$ cat config.mk
export PLATFORM = sky130hd
export DESIGN_NAME = idct_block_mult_flat
export DESIGN_NICKNAME = d
export VERILOG_FILES = /design/src/rtl/idct_pkg.sv /design/src/rtl/idct_block_mult_if.sv /design/src/rtl/block_mult_agu.sv /design/src/rtl/idct_block_mult.sv /design/src/flat_wrapper.sv
export SDC_FILE = /design/constraint.sdc
export NUM_CORES = 2
export LEC_CHECK = 0
export ABC_AREA = 1
export BUFFER_PORTS_ARGS = -buffer_cell sky130_fd_sc_hd__buf_4
export CAP_MARGIN = 20
export CORE_MARGIN = 4
export CORE_UTILIZATION = 60
export DETAILED_ROUTE_END_ITERATION = 7
export GPL_ROUTABILITY_DRIVEN = 0
export HOLD_SLACK_MARGIN = 0.05
export PLACE_DENSITY = 0.79
export RECOVER_POWER = 50
export SLEW_MARGIN = 20
export SYNTH_ARGS = -nofsm -noshare
export SYNTH_HDL_FRONTEND = slang
export SYNTH_SLANG_ARGS = --single-unit
$ cat constraint.sdc
create_clock -name CLOCK_50_I -period 5.6 [get_ports CLOCK_50_I]
set_input_delay 0.28 -clock CLOCK_50_I [delete_from_list [all_inputs] [get_ports CLOCK_50_I]]
set_output_delay 0.28 -clock CLOCK_50_I [all_outputs]
set_load 0.1 [all_outputs]
$ cat src/rtl/idct_pkg.sv
// Shared types and defaults for the parametrised IDCT block-product engine.
package idct_pkg;

  typedef enum logic [1:0] {
    S_BM_IDLE,
    S_BM_RUN,
    S_BM_DRAIN,
    S_BM_DONE
  } block_mult_state_t;

  localparam logic BM_MODE_T = 1'b0;
  localparam logic BM_MODE_S = 1'b1;

  localparam int BM_N_DEF       = 8;
  localparam int BM_SHIFT_T_DEF = 8;
  localparam int BM_SHIFT_S_DEF = 16;

endpackage

$ cat src/rtl/idct_block_mult_if.sv
// Control handshake plus operand/coefficient/result RAM ports of the block engine.
interface idct_block_mult_if
  import idct_pkg::*;
#(
  parameter int N      = BM_N_DEF,
  parameter int DATA_W = 32,
  parameter int COEF_W = 16,
  parameter int ADDR_W = 7
) ();
  localparam int IDX_W = $clog2(N * N);

  logic              start;
  logic              mode;
  logic [ADDR_W-1:0] a_base;
  logic [ADDR_W-1:0] r_base;
  logic              busy;
  logic              done;
  logic [ADDR_W-1:0] a_rd_addr;
  logic [DATA_W-1:0] a_rd_data;
  logic [IDX_W-1:0]  c_rd_index;
  logic [COEF_W-1:0] c_rd_data;
  logic [ADDR_W-1:0] r_wr_addr;
  logic [DATA_W-1:0] r_wr_data;
  logic              r_wr_en;

  // master = sequencer and memories, slave = the engine
  modport master (
    output start, mode, a_base, r_base, a_rd_data, c_rd_data,
    input  busy, done, a_rd_addr, c_rd_index, r_wr_addr, r_wr_data, r_wr_en
  );

  modport slave (
    input  start, mode, a_base, r_base, a_rd_data, c_rd_data,
    output busy, done, a_rd_addr, c_rd_index, r_wr_addr, r_wr_data, r_wr_en
  );

endinterface

$ cat src/rtl/block_mult_agu.sv
// i/j/k issue counters (k innermost) and operand/coefficient address generation.
module block_mult_agu
  import idct_pkg::*;
#(
  parameter int N      = BM_N_DEF,
  parameter int ADDR_W = 7
) (
  input  logic                        CLOCK_50_I,
  input  logic                        Resetn,
  input  logic                        issue,
  input  logic                        mode,
  input  logic [ADDR_W-1:0]           a_base,
  output logic [ADDR_W-1:0]           a_rd_addr,
  output logic [$clog2(N*N)-1:0]      c_rd_index,
  output logic [$clog2(N*N)-1:0]      elem_off,
  output logic                        k_first,
  output logic                        k_last,
  output logic                        blk_last
);
  localparam int CNT_W = $clog2(N);
  localparam int IDX_W = $clog2(N * N);
  localparam logic [CNT_W-1:0] CNT_MAX = CNT_W'(N - 1);

  logic [CNT_W-1:0] i_q, j_q, k_q;
  logic [IDX_W-1:0] a_off;

  always_ff @(posedge CLOCK_50_I or negedge Resetn) begin
    if (!Resetn) begin
      i_q <= '0;
      j_q <= '0;
      k_q <= '0;
    end else if (issue) begin
      if (k_q == CNT_MAX) begin
        k_q <= '0;
        if (j_q == CNT_MAX) begin
          j_q <= '0;
          i_q <= (i_q == CNT_MAX) ? '0 : i_q + 1'b1;
        end else begin
          j_q <= j_q + 1'b1;
        end
      end else begin
        k_q <= k_q + 1'b1;
      end
    end
  end

  // N is a power of two, so row*N + col is just the concatenation
  always_comb begin
    a_off      = {i_q, k_q};
    c_rd_index = {k_q, j_q};
    if (mode == BM_MODE_S) begin
      a_off      = {k_q, j_q};
      c_rd_index = {k_q, i_q};
    end
  end

  assign a_rd_addr = a_base + ADDR_W'(a_off);
  assign elem_off  = {i_q, j_q};
  assign k_first   = (k_q == '0);
  assign k_last    = (k_q == CNT_MAX);
  assign blk_last  = (i_q == CNT_MAX) && (j_q == CNT_MAX) && (k_q == CNT_MAX);

endmodule

$ cat src/rtl/idct_block_mult.sv
// N x N block product engine: T = A x C (mode 0) or S = C^T x A (mode 1),
// with per-mode arithmetic shift and saturation on each written element.
//   state      | meaning
//   S_BM_IDLE  | waiting for start; mode/bases latched on accept
//   S_BM_RUN   | one (i,j,k) issue per cycle
//   S_BM_DRAIN | 3 cycles flushing the MAC pipeline, last write on the final one
//   S_BM_DONE  | single-cycle done pulse, start ignored
module idct_block_mult
  import idct_pkg::*;
#(
  parameter int N       = BM_N_DEF,
  parameter int DATA_W  = 32,
  parameter int COEF_W  = 16,
  parameter int ADDR_W  = 7,
  parameter int SHIFT_T = BM_SHIFT_T_DEF,
  parameter int SHIFT_S = BM_SHIFT_S_DEF
) (
  input  logic             CLOCK_50_I,
  input  logic             Resetn,
  idct_block_mult_if.slave bus
);
  localparam int IDX_W  = $clog2(N * N);
  localparam int PROD_W = DATA_W + COEF_W;
  localparam int ACC_W  = PROD_W + $clog2(N);
  localparam logic [DATA_W-1:0] SAT_MAX = {1'b0, {(DATA_W-1){1'b1}}};
  localparam logic [DATA_W-1:0] SAT_MIN = {1'b1, {(DATA_W-1){1'b0}}};

  block_mult_state_t state, state_nxt;
  logic [1:0]        drain_cnt;
  logic              issue, busy_c, done_c;

  logic              mode_q;
  logic [ADDR_W-1:0] a_base_q, r_base_q;

  logic              k_first, k_last, blk_last;
  logic [IDX_W-1:0]  elem_off;
  logic [ADDR_W-1:0] a_rd_addr;
  logic [IDX_W-1:0]  c_rd_index;

  logic              s1_valid, s1_first, s1_last;
  logic [IDX_W-1:0]  s1_off;
  logic              s2_valid, s2_first, s2_last;
  logic [IDX_W-1:0]  s2_off;

  logic signed [PROD_W-1:0] a_ext, c_ext, prod;
  logic signed [ACC_W-1:0]  prod_ext, acc, acc_sum, shifted;
  logic [ACC_W-DATA_W:0]    shifted_hi;
  logic [DATA_W-1:0]        sat_res;

  logic              wr_en_q;
  logic [ADDR_W-1:0] wr_addr_q;
  logic [DATA_W-1:0] wr_data_q;

  always_ff @(posedge CLOCK_50_I or negedge Resetn) begin
    if (!Resetn) state <= S_BM_IDLE;
    else         state <= state_nxt;
  end

  always_comb begin
    state_nxt = state;
    case (state)
      S_BM_IDLE:  if (bus.start) state_nxt = S_BM_RUN;
      S_BM_RUN:   if (blk_last) state_nxt = S_BM_DRAIN;
      S_BM_DRAIN: if (drain_cnt == 2'd0) state_nxt = S_BM_DONE;
      S_BM_DONE:  state_nxt = S_BM_IDLE;
      default:    state_nxt = S_BM_IDLE;
    endcase
  end

  always_comb begin
    issue  = (state == S_BM_RUN);
    busy_c = (state == S_BM_RUN) || (state == S_BM_DRAIN);
    done_c = (state == S_BM_DONE);
  end

  always_ff @(posedge CLOCK_50_I or negedge Resetn) begin
    if (!Resetn) begin
      drain_cnt <= 2'd0;
    end else if (state == S_BM_RUN && state_nxt == S_BM_DRAIN) begin
      drain_cnt <= 2'd2;
    end else if (state == S_BM_DRAIN && drain_cnt != 2'd0) begin
      drain_cnt <= drain_cnt - 2'd1;
    end
  end

  always_ff @(posedge CLOCK_50_I or negedge Resetn) begin
    if (!Resetn) begin
      mode_q   <= BM_MODE_T;
      a_base_q <= '0;
      r_base_q <= '0;
    end else if (state == S_BM_IDLE && bus.start) begin
      mode_q   <= bus.mode;
      a_base_q <= bus.a_base;
      r_base_q <= bus.r_base;
    end
  end

  block_mult_agu #(.N(N), .ADDR_W(ADDR_W)) u_agu (
    .CLOCK_50_I (CLOCK_50_I),
    .Resetn     (Resetn),
    .issue      (issue),
    .mode       (mode_q),
    .a_base     (a_base_q),
    .a_rd_addr  (a_rd_addr),
    .c_rd_index (c_rd_index),
    .elem_off   (elem_off),
    .k_first    (k_first),
    .k_last     (k_last),
    .blk_last   (blk_last)
  );

  assign a_ext = $signed({{COEF_W{bus.a_rd_data[DATA_W-1]}}, bus.a_rd_data});
  assign c_ext = $signed({{DATA_W{bus.c_rd_data[COEF_W-1]}}, bus.c_rd_data});

  // Tags travel alongside the data: s1 = RAM data valid, s2 = product valid
  always_ff @(posedge CLOCK_50_I or negedge Resetn) begin
    if (!Resetn) begin
      s1_valid <= 1'b0;
      s1_first <= 1'b0;
      s1_last  <= 1'b0;
      s1_off   <= '0;
      s2_valid <= 1'b0;
      s2_first <= 1'b0;
      s2_last  <= 1'b0;
      s2_off   <= '0;
      prod     <= '0;
    end else begin
      s1_valid <= issue;
      s1_first <= k_first;
      s1_last  <= k_last;
      s1_off   <= elem_off;
      s2_valid <= s1_valid;
      s2_first <= s1_first;
      s2_last  <= s1_last;
      s2_off   <= s1_off;
      prod     <= a_ext * c_ext;
    end
  end

  assign prod_ext   = $signed({{(ACC_W-PROD_W){prod[PROD_W-1]}}, prod});
  assign acc_sum    = s2_first ? prod_ext : acc + prod_ext;
  assign shifted    = (mode_q == BM_MODE_S) ? (acc_sum >>> SHIFT_S) : (acc_sum >>> SHIFT_T);
  assign shifted_hi = shifted[ACC_W-1:DATA_W-1];

  // In range only when every bit above the result's sign bit matches it
  always_comb begin
    sat_res = shifted[DATA_W-1:0];
    if (!((&shifted_hi) || !(|shifted_hi))) begin
      sat_res = shifted[ACC_W-1] ? SAT_MIN : SAT_MAX;
    end
  end

  always_ff @(posedge CLOCK_50_I or negedge Resetn) begin
    if (!Resetn) begin
      acc       <= '0;
      wr_en_q   <= 1'b0;
      wr_addr_q <= '0;
      wr_data_q <= '0;
    end else begin
      wr_en_q <= s2_valid && s2_last;
      if (s2_valid) acc <= acc_sum;
      if (s2_valid && s2_last) begin
        wr_addr_q <= r_base_q + ADDR_W'(s2_off);
        wr_data_q <= sat_res;
      end
    end
  end

  assign bus.busy       = busy_c;
  assign bus.done       = done_c;
  assign bus.a_rd_addr  = a_rd_addr;
  assign bus.c_rd_index = c_rd_index;
  assign bus.r_wr_addr  = wr_addr_q;
  assign bus.r_wr_data  = wr_data_q;
  assign bus.r_wr_en    = wr_en_q;

endmodule

$ cat src/flat_wrapper.sv
// flat-port wrapper written by rule: the top's interface ports become plain ports
module idct_block_mult_flat import idct_pkg::*;
#(
  parameter int N       = BM_N_DEF,
  parameter int DATA_W  = 32,
  parameter int COEF_W  = 16,
  parameter int ADDR_W  = 7,
  parameter int SHIFT_T = BM_SHIFT_T_DEF,
  parameter int SHIFT_S = BM_SHIFT_S_DEF
)
  (CLOCK_50_I, Resetn, bus_start, bus_mode, bus_a_base, bus_r_base, bus_a_rd_data, bus_c_rd_data, bus_busy, bus_done, bus_a_rd_addr, bus_c_rd_index, bus_r_wr_addr, bus_r_wr_data, bus_r_wr_en);
  idct_block_mult_if #(.N(N), .DATA_W(DATA_W), .COEF_W(COEF_W), .ADDR_W(ADDR_W)) bus_i ();
  input  logic CLOCK_50_I;
  input  logic Resetn;
  input wire logic [$bits(bus_i.start)-1:0] bus_start;
  input wire logic [$bits(bus_i.mode)-1:0] bus_mode;
  input wire logic [$bits(bus_i.a_base)-1:0] bus_a_base;
  input wire logic [$bits(bus_i.r_base)-1:0] bus_r_base;
  input wire logic [$bits(bus_i.a_rd_data)-1:0] bus_a_rd_data;
  input wire logic [$bits(bus_i.c_rd_data)-1:0] bus_c_rd_data;
  output wire logic [$bits(bus_i.busy)-1:0] bus_busy;
  output wire logic [$bits(bus_i.done)-1:0] bus_done;
  output wire logic [$bits(bus_i.a_rd_addr)-1:0] bus_a_rd_addr;
  output wire logic [$bits(bus_i.c_rd_index)-1:0] bus_c_rd_index;
  output wire logic [$bits(bus_i.r_wr_addr)-1:0] bus_r_wr_addr;
  output wire logic [$bits(bus_i.r_wr_data)-1:0] bus_r_wr_data;
  output wire logic [$bits(bus_i.r_wr_en)-1:0] bus_r_wr_en;
  assign bus_i.start = bus_start;
  assign bus_i.mode = bus_mode;
  assign bus_i.a_base = bus_a_base;
  assign bus_i.r_base = bus_r_base;
  assign bus_i.a_rd_data = bus_a_rd_data;
  assign bus_i.c_rd_data = bus_c_rd_data;
  assign bus_busy = bus_i.busy;
  assign bus_done = bus_i.done;
  assign bus_a_rd_addr = bus_i.a_rd_addr;
  assign bus_c_rd_index = bus_i.c_rd_index;
  assign bus_r_wr_addr = bus_i.r_wr_addr;
  assign bus_r_wr_data = bus_i.r_wr_data;
  assign bus_r_wr_en = bus_i.r_wr_en;
  idct_block_mult #(.N(N), .DATA_W(DATA_W), .COEF_W(COEF_W), .ADDR_W(ADDR_W), .SHIFT_T(SHIFT_T), .SHIFT_S(SHIFT_S)) u_core (.CLOCK_50_I(CLOCK_50_I), .Resetn(Resetn), .bus(bus_i));
endmodule
; After elaboration in Yosys (flattened, before gate mapping)
; Cells that the tools add are included.
; W data, S select, Z words.
[op_classes]
shift = 0
div = 0
n_eq_ne = 7
n_reduce_logical = 18
n_mux = 15
bitwise_logic = 0
n_lt_le_gt_ge = 0
multipliers = 1
add_sub_neg = 7
[ops]
columns = op, n
row1 = $mux W32, 2
row2 = $add A51 B48 Y51, 1
row3 = $mux W51, 1
row4 = $mul A32 B16 Y48, 1
row5 = $mux W42, 1
row6 = $reduce_and A20 Y1, 1
row7 = $reduce_or A20 Y1, 1
row8 = $add A7 B6 Y7, 2
row9 = $mux W3, 4
row10 = $mux W2, 5
row11 = $add A3 B1 Y3 const B, 3
row12 = $eq A3 B3 Y1 const B, 3
row13 = $pmux W2 S4, 1
row14 = $eq A2 B2 Y1 const B, 3
row15 = $logic_and A1 B1 Y1, 6
row16 = $mux W6, 1
row17 = $logic_not A2 Y1, 2
row18 = $reduce_bool A2 Y1, 2
row19 = $logic_not A3 Y1, 1
row20 = $reduce_and A3 Y1, 1
row21 = $eq A2 B1 Y1 const B, 1
row22 = $logic_or A1 B1 Y1, 2
row23 = $reduce_and A2 Y1, 1
row24 = $sub A2 B1 Y2 const B, 1
row25 = $logic_not A1 Y1, 1
[totals]
output_inout_bits = 55
latch_bits = 0
ramBits = 0
romBits = 0
mem_count = 0
register_bits = 185
elab_cells = 69
inputBits = 66

; Logic depth before layout (Yosys ltp)
[depth]
word_depth = 8
mapped_depth = 29
depth_no_buf = 28

; Hierarchy
; From an unflattened synthesis, not the netlist that was laid out.
[unflattened]
hier_cells = 4156
area_unflattened_um2 = 30671.9
[by_module_without_submodules]
columns = mod, seq_area_each_um2, cells_per_inst, area_per_inst_um2, n_inst
row1 = idct_block_mult, 4404.2, 4035, 29833.6, 1
row2 = block_mult_agu, 225.2, 121, 838.3, 1

; Least setup slack after synthesis
; Ideal clock, no wire load.
[synth_timing]
path_kind = in2reg
startpoint = input bus_a_rd_data[7]
endpoint = register u_core.prod[45]
arrival_time_ns = 5.662
t_required_ns = 5.477
setup_ns = 0.123
slack_ns = -0.185
stages = 26
path_buffers = 2
path_cell_list = clkbuf_1 > clkbuf_1 > nand2_1 > fa_1 > inv_1 > fa_1 > inv_1 > fa_1 > inv_1 > fa_1 > fa_1 > inv_1 > fa_1 > inv_1 > ha_1 > a21oi_1 > o21ai_0 > a21oi_1 > o21ai_0 > a21oi_1 > o21ai_0 > nand3_1 > o211ai_1 > nand4_1 > nand3_1 > xor2_1
[synth_via]
elab_chain_cells = 1
[synth_lines]
columns = element, line_no
row1 = "start, declared", flat_wrapper.sv:19  ; input wire logic [$bits(bus_i.a_rd_data)-1:0] bus_a_rd_data;
row2 = $mul A32 B16 Y48, idct_block_mult.sv:136  ; prod <= a_ext * c_ext;
row3 = "end signal, assigned", idct_block_mult.sv:136
row4 = "end, declared", idct_block_mult.sv:45  ; logic signed [PROD_W-1:0] a_ext, c_ext, prod;
; Every way passes these cells.
; A chain may end at the register's enable or synchronous reset.

; Final worst setup path
[layout_timing]
startpoint = input bus_c_rd_data[15]
endpoint = register u_core.prod[40]
[layout_via]
elab_chain_cells = 1
[layout_lines]
columns = element, line_no
row1 = "start, declared", flat_wrapper.sv:20  ; input wire logic [$bits(bus_i.c_rd_data)-1:0] bus_c_rd_data;
row2 = $mul A32 B16 Y48, idct_block_mult.sv:136
; Every way passes these cells.

==> results.tsv <==
metric	value	unit
status	finished with violations	
failing checks	design-rule violations, max-capacitance violations, max-slew violations	
post-synth top area share	32.1	%
wire length per cell	14.8	um
die area	54500	um^2
synth warn	0	
Netlist Area Pre-Place	30500	um^2
drt initial violations	1852	
Slew Limit Fails	213	
I/O pins	121	
synth top area cells	fa_1, nand2_1, dfrtp_1	
final antenna-violating net count	0	
Initial Utilization	60.7	%
Tot GR Track Use	28.5	%
Worst Skew	0.0107	ns
die height	233	um
number of synthesized register bits	185	
Routed WL	74200	um
post-route core utilization	67.8	%
Yosys top cell by area	fa_1	
Worst-Margin Slew	2.38	ns
clk_lat worst skew	0.45	ns
required time of the worst setup path	5.93	ns
layout cell share with drive strength beyond 1	9.78	%
# setup viols final	0	
Core Rows	82	
post-route cell area	34000	um^2
unrepaired setup endpoints after global routing	true	
R2R Setup Slk	1.93	ns
PortBufs	120	
final hold violation count	0	
Finished Layout Cells	5026	
first-pass GRT wire length	127000	um
first-pass iteration count of the detailed router	7	
Num Clock Sinks	185	
CTS H-tree depth	4	
Clock Tree Buf Depth	2	
HPWL after detailed placement	63100	um
syn nets	4862	
final global-route overflow total	0	
Root Buffer	clkbuf_16	
CP Launch Type	input pin	
Post-Place Cells	4979	
DRC	2	
Worst Path Class, Setup	input pin to flop	
CP endpoint kind	flop	
f_max	188	MHz
Chip Width	233	um
CTS tree	built	
number of global-route vias before repair	26500	
largest net degree at the start of global routing	84	
Cell Area, Placed	33400	um^2
area delta synth->final	11.6	%
number of library cell types mapped by synthesis	43	
Max FO, Critical Path	10	
Max Cap Violations	4	
fill count	4153	
Post-synth ARST share	100	%
sequential share of the synthesized area	15.2	%
Syn Inst Count	4118	
Main synth FF type	dfrtp_1	
DR vias/cell	5.12	
fin nets	5085	
Hold Path Class	input pin to flop	
Vias	25800	
minimum clock period	5.33	ns
Worst-path clk slew	0.07	ns
headroom to the max-slew limit	-58.6	%
period utilization	95.2	%
TritonCTS Buffers	17	
Worst EP arrival	5.66	ns
synthesized area per cell	7.40	um^2
initial antenna violation count	0	
EDFF count, synth	0	
Core Footprint	50200	um^2
n_diodes	0	
-- worst paths after layout --
check                             startpoint                       to  depth (start not counted)
min in group asynchronous             Resetn            u_core.acc[2]                          2
min                            bus_r_base[6]       u_core.r_base_q[6]                          2
min reg2reg                   u_core.s1_last           u_core.s2_last                          0
max in group asynchronous             Resetn          u_core.state[0]                          3
max reg2reg                    u_core.acc[0]  u_core.bus.r_wr_data[0]                         23
max                        bus_c_rd_data[15]          u_core.prod[40]                         24
-- cells in the final DEF (no fill, tap or decap), types with 5 or more instances in the layout --
cell           instances
a21o_1                 5
a21oi_1              111
a21oi_2                9
a31oi_1               21
and2_1                 7
buf_12                10
buf_4                278
clkbuf_1              49
clkbuf_16             17
dfrtp_1              185
dlygate4sd3_1         13
fa_1                 489
ha_1                 189
inv_1               1056
mux2_2                12
nand2_1             1262
nand2_2                5
nand3_1              103
nand3_2                8
nand4_1               15
nor2_1               159
nor2_2                17
nor3_1                13
o211ai_1               5
o21a_1                 5
o21ai_0              136
or2_2                 35
xnor2_1               38
xor2_1                42
-- cells by family after synthesis --
group                    count (synthesis)  synth area share [%]
AND/OR/NAND/NOR                       1633                  21.5
adder cells (fa/ha/maj)                678                  39.9
flip-flops                             185                  15.2
multiplexers                            12                 0.443
XOR/XNOR                                80                  2.30
buffers and inverters                 1214                  15.1
AO/OA/AOI/OAI                          316                  5.56
-- worst max-delay path, stage by stage --
cell,delay (ns)
buf_4,0.07
inv_1,0.05
buf_12,0.14
or2_2,0.28
fa_1,0.45
fa_1,0.52
inv_1,0.06
fa_1,0.51
fa_1,0.44
fa_1,0.50
inv_1,0.05
fa_1,0.48
inv_1,0.04
ha_1,0.32
a21oi_1,0.23
o21ai_0,0.14
a21oi_2,0.17
o21ai_2,0.10
a21oi_2,0.18
o21ai_1,0.11
a21o_1,0.22
nand2_1,0.08
nand2_1,0.06
xor2_1,0.16
-- sequential cells by signal (all words and copies together) (netlist names) --
register and count:
u_core.s2_valid 1, u_core.s1_first 1, u_core.s1_off 6, u_core.s1_last 1, u_core.s2_first 1, u_core.prod 48, u_core.s2_off 6, u_core.acc 51
u_core.bus.r_wr_data 32, u_core.s1_valid 1, u_core.a_base_q 7, u_core.drain_cnt 2, u_core.bus.r_wr_addr 7, u_core.bus.r_wr_en 1, u_core.s2_last 1, u_core.r_base_q 7
u_core.u_agu.j_q 3, u_core.u_agu.k_q 3, u_core.state 2, u_core.mode_q 1, u_core.u_agu.i_q 3
-- cell usage after synthesis (all sizes together) (3+ instances only) --
library cell,number
a21oi,120
nor3,16
o211ai,5
or2,35
o21bai,4
nor4,3
nor2,176
nand4,15
and2,7
inv,1060
clkbuf,136
mux2,12
a31oi,21
nand3,111
buf,16
dfrtp,185
xnor2,38
xor2,42
o21a,5
fa,489
o21ai,144
ha,189
nand2,1268
a21o,5
-- metrics by stage --
stage	hold WS [ns]	setup TNS, ns	setup WS [ns]
5_1_grt	0.0699	-0.00299	-0.00299
4_1_cts	0.0515	0	0.199
6_report	0.0763	0	0.268
3_3_place_gp	0.235	-1.68	-0.201
2_1_floorplan	-0.0156	-0.00475	-0.00475
3_5_place_dp	0.238	-3.58	-0.296
-- area by class of cell --
class	instances	area (um^2)	share of cell area [%]
multi-input cells	2719	21300	62.6
inverters	1062	3990	11.7
repair buffers	356	2670	7.84
clock inverters	13	154	0.452
well taps	672	841	2.47
flip-flops and latches	185	4630	13.6
clock buffers	19	443	1.30
-- metal layers --
metal / global-route usage [%] / vias up / share of wire, %
li1: - / 12400 / -
met1: 39.5 / 12200 / 43
met2: 46.9 / 1003 / 47
met3: 3.71 / 152 / 8.1
met4: 9.15 / 0 / 2.5
met5: 0 / - / 0
-- timing repair --
| action | in CTS | in global routing |
|---|---|---|
| hold buffers | 13 | 0 |
| resized for setup | 0 | 27 |
| buffers inserted | 0 | 1 |
| endpoints found under the setup margin | 0 | 14 |
| hold endpoints to repair | 55 | 0 |
Power is left out: the tool's default activity adds up to more than one toggle a clock period on the data nets, which glitch-free logic cannot reach.
